### config.mk
export PLATFORM = sky130hd
export DESIGN_NAME = fifo_uart_tx
export DESIGN_NICKNAME = d
export VERILOG_FILES = /design/src/rtl/fifo_uart_tx.sv
export SDC_FILE = /design/constraint.sdc
export NUM_CORES = 1
export LEC_CHECK = 0
export ABC_AREA = 1
export CAP_MARGIN = 20
export CORE_MARGIN = 5
export CORE_UTILIZATION = 30
export DETAILED_ROUTE_END_ITERATION = 16
export MAX_ROUTING_LAYER = met4
export PLACE_DENSITY = 0.55
export SYNTH_ARGS = -nofsm -noshare
export SYNTH_HDL_FRONTEND = slang
export SYNTH_SLANG_ARGS = --single-unit
### constraint.sdc
create_clock -name clk -period 2.3 [get_ports clk]
set_input_delay 0.46 -clock clk [delete_from_list [all_inputs] [get_ports clk]]
set_output_delay 0.46 -clock clk [all_outputs]
set_load 0.05 [all_outputs]
### src/rtl/fifo_uart_tx.sv
// fifo_uart_tx: pops words from a FIFO and sends them LSB byte first as back-to-back UART frames
module fifo_uart_tx #(
  parameter int N_BITS       = 64,
  parameter int CLKS_PER_BIT = 16,
  parameter bit PARITY_EN    = 0
) (
  input  logic              clk,
  input  logic              rst_n,
  input  logic              enable,
  input  logic              fifo_empty,
  input  logic [N_BITS-1:0] fifo_data,
  output logic              fifo_pop,
  output logic              tx,
  output logic              busy,
  output logic              word_done
);
  localparam int CW = $clog2(CLKS_PER_BIT);
  localparam int BW = $clog2(N_BITS / 8) + 1;
  localparam logic [CW-1:0] CNT_MAX = CW'(CLKS_PER_BIT - 1);
  localparam logic [BW-1:0] LAST_BYTE = BW'(N_BITS / 8 - 1);
  if (N_BITS % 8 != 0) begin : g_nbits_err
    $error("N_BITS must be a multiple of 8");
  end
  if (CLKS_PER_BIT < 2) begin : g_cpb_err
    $error("CLKS_PER_BIT must be >= 2");
  end
  typedef enum logic [2:0] {IDLE, POP, LOAD, START, DATA, PARITY, STOP, DONE} state_t;
  state_t            state;
  logic [CW-1:0]     cnt;
  logic [2:0]        bit_cnt;
  logic [BW-1:0]     byte_cnt;
  logic [N_BITS-1:0] sh;
  logic [7:0]        cur;
  logic              last;
  assign cur  = sh[7:0];
  assign last = cnt == CNT_MAX;
  // Outputs are loaded alongside each state transition so they are plain flops.
  always_ff @(posedge clk or negedge rst_n) begin
    if (!rst_n) begin
      state     <= IDLE;
      cnt       <= '0;
      bit_cnt   <= '0;
      byte_cnt  <= '0;
      sh        <= '0;
      tx        <= 1'b1;
      fifo_pop  <= 1'b0;
      busy      <= 1'b0;
      word_done <= 1'b0;
    end else begin
      fifo_pop  <= 1'b0;
      word_done <= 1'b0;
      case (state)
        IDLE: if (enable && !fifo_empty) begin
          state    <= POP;
          fifo_pop <= 1'b1;
          busy     <= 1'b1;
        end
        POP: state <= LOAD;
        LOAD: begin
          sh       <= fifo_data;
          byte_cnt <= '0;
          cnt      <= '0;
          tx       <= 1'b0;
          state    <= START;
        end
        START: if (last) begin
          cnt     <= '0;
          bit_cnt <= '0;
          tx      <= cur[0];
          state   <= DATA;
        end else cnt <= cnt + 1'b1;
        DATA: if (last) begin
          cnt <= '0;
          if (bit_cnt == 3'd7) begin
            state <= PARITY_EN ? PARITY : STOP;
            tx    <= PARITY_EN ? ^cur : 1'b1;
          end else begin
            bit_cnt <= bit_cnt + 3'd1;
            tx      <= cur[bit_cnt + 3'd1];
          end
        end else cnt <= cnt + 1'b1;
        PARITY: if (last) begin
          cnt   <= '0;
          tx    <= 1'b1;
          state <= STOP;
        end else cnt <= cnt + 1'b1;
        STOP: if (last) begin
          cnt <= '0;
          if (byte_cnt == LAST_BYTE) begin
            word_done <= 1'b1;
            state     <= DONE;
          end else begin
            byte_cnt <= byte_cnt + 1'b1;
            sh       <= sh >> 8;
            tx       <= 1'b0;
            state    <= START;
          end
        end else cnt <= cnt + 1'b1;
        DONE: begin
          busy  <= 1'b0;
          state <= IDLE;
        end
        default: state <= IDLE;
      endcase
    end
  end
endmodule

==> results.txt <==
Ant. Diodes -> 0
Reg2Reg Depth -> 8
worst-path fanout max -> 2
Min Clock Period, post-route -> 2110 ps
share of post-route cells with drive strength above 1 -> 13.4%
ys flop type -> dfrtp_1
vias in the first global route -> 3375
CTS Sinks -> 82
final WL -> 9.78 mm
DRC Markers -> 0
Max VDD drop -> 530 µV
Max Cap Viol -> 0
Peak Freq -> 475 MHz
critical path depth -> 1
nature of the critical path startpoint -> register
fraction of registers with async set or reset after synthesis -> 100%
crit end category -> output pin
internal power -> 3970 µW
setup repair after global routing missed its margin -> no
Cells after DPL -> 703
Critical-path top delay cell -> clkdlybuf4s50_1
Pre-antenna DRT Iters -> 4
Final #Nets -> 610
post-synthesis cell count -> 476
synthesis-to-finish area growth -> 27.6%
largest net degree at the start of global routing -> 71
Sw Ratio -> 36.9%
total number of vias -> 3314
Sw Pwr -> 2330 µW
WS Path Type -> reg2out
GRT overflow -> 0
Slew HR -> 65.5%
Netlist Area Pre-Place -> 0.00407 mm²
post-route ant nets -> 0
antenna violations before repair -> 0
post-synthesis sequential area ratio -> 50.4%
Synth top area share -> 49.8%
die area -> 0.0160 mm²
Yosys cell types -> 31
CTS Root Cell -> clkbuf_16
CP cell instances -> clkdlybuf4s50_1
measured slew at the worst slew-check pin -> 516 ps
Syn Area/Cell -> 8.56 µm²
# IOs -> 72
Commonest cells post-synth -> nand2_1, dfrtp_1, o21ai_1, o21ai_0, or2_2
Clock Skews -> 9.69 ps
Yosys reg bits -> 82
Starting Density -> 30.6%
GR Util All Layers -> 13.2%
status -> finished, final reports clean
Worst Path Buf+Inv -> 1
GPL Wtd Cong -> 0.777
combinational power share -> 36.2%
clock network power share -> 24.3%
drt via density -> 4.61
Die Y-Extent -> 127 µm
H-tree depth -> 3
hpwl dp -> 6.71 mm
synth top area cells -> dfrtp_1, nand2_1, o21ai_1
CP arrival -> 1650 ps
crit-path leading delay family -> buffers and inverters
core box area -> 0.0133 mm²
final hold vios -> 0
Row Count -> 42
Warnings, synthesis -> 0
Die W -> 127 µm
Post-synth EDFFs -> 0
Hold WC Path Type -> in2async
CTS hold repair buffers -> 0
worst skew pair latency -> 340 ps
crit share post-route -> 91.6%
CTS tree -> built
WL/cell -> 13.6 µm
Yosys top cell by area -> dfrtp_1
buffer depth of the longest clock path -> 2
syn nets -> 548
Port Buffers -> 71
Leak -> 0.00224 µW
first-pass GRT wire length -> 16.7 mm
final-report max-slew violation count -> 0
Initial DRC Count -> 210
clock slew at reported path FFs -> 60 ps
Post-Route Setup TNS -> 0 ps
Power Density -> 1210 mW/mm²
final setup fails -> 0
Reg power frac -> 39.5%
Req. time, crit path -> 1840 ps
post-cts resize count -> 0
CP max stage delay -> 790 ps
post-CTS setup buffers -> 0
top-count cell post-synth -> nand2_1
Fillers -> 1371
Post-Layout Cell Count -> 719
total CTS buffers -> 9
-- power by group through the flow --
stage / combinational (µW) / clock [µW] / sequential, µW
2_1_floorplan: 1840 / 0 / 2450
3_3_place_gp: 2260 / 0 / 2480
3_5_place_dp: 2320 / 0 / 2510
4_1_cts: 2330 / 1580 / 2490
5_1_grt: 2660 / 1630 / 2580
6_report: 2280 / 1530 / 2490
-- cells in the final DEF (no fill, tap or decap), drive strengths merged --
| master | synthesis | final |
|---|---|---|
| clkdlybuf4s50 | 0 | 70 |
| bufinv | 0 | 2 |
| o21ai | 123 | 123 |
| inv | 15 | 15 |
| clkinvlp | 0 | 1 |
| nand3b | 1 | 1 |
| ha | 4 | 4 |
| nand2 | 122 | 122 |
| clkinv | 0 | 1 |
| buf | 16 | 7 |
| xor2 | 2 | 2 |
| nor2 | 9 | 9 |
| dfstp | 1 | 1 |
| dfrtp | 81 | 81 |
| nor3 | 1 | 1 |
| clkbuf | 10 | 12 |
| a21oi | 2 | 2 |
| nand3 | 29 | 29 |
| o22ai | 1 | 1 |
| or2 | 58 | 58 |
| a31oi | 1 | 1 |
-- stage by stage --
stage                     area (µm²)  power, µW  setup WS, ps  util (%)  hold WS (ps)
after floorplan                 4070       4290           873         -           164
after global placement          4890       4750           532      36.7           376
after detailed placement        4890       4830           530      36.7           381
after CTS                       5200       6390           168      39.1          10.1
after global routing            5200       6870           145      39.1          38.7
final                           5200       6300           193      39.1          18.3
-- cells by family after synthesis --
family	synth area share (%)
AND/OR/NAND/NOR	26.2
buffers and inverters	6.08
AO/OA/AOI/OAI	15.7
flip-flops	50.4
adder cells (fa/ha/maj)	1.23
XOR/XNOR	0.430
-- layer usage --
| layer | vias to the layer above | share of wire (%) | track usage, % |
|---|---|---|---|
| met2 | 71 | 45 | 19.0 |
| met4 | 0 | 2.4 | 6.37 |
| li1 | 1694 | - | - |
| met1 | 1534 | 49 | 18.2 |
| met5 | - | 0 | - |
| met3 | 15 | 3.5 | 1.89 |
-- final timing paths --
check / end / from / slack (ps)
max reg2reg: sh[47] / cnt[0] / 560
min: sh[61] / rst_n / 20
min reg2reg: tx / tx / 470
min in group clk: tx / tx / 470
max in group asynchronous: sh[43] / rst_n / 1710
max: tx / tx / 190
-- layout make-up --
cell class / count / area, µm² / share of cell area (%)
Sequential cell: 82 / 2050 / 39.5
Multi-Input combinational cell: 353 / 1770 / 34.1
Timing Repair Buffer: 77 / 778 / 15.0
Clock buffer: 12 / 236 / 4.55
Tap cell: 176 / 220 / 4.24
Clock inverter: 4 / 76.3 / 1.47
Inverter: 15 / 61.3 / 1.18
-- sequential cells by signal, indices dropped and copies added, names as in the netlist --
signal and cells:
bit_cnt 3, busy 1, byte_cnt 4, cnt 4, fifo_pop 1, sh 64
state 3, tx 1, word_done 1
Note: power is estimated with default switching activity, not from simulation.
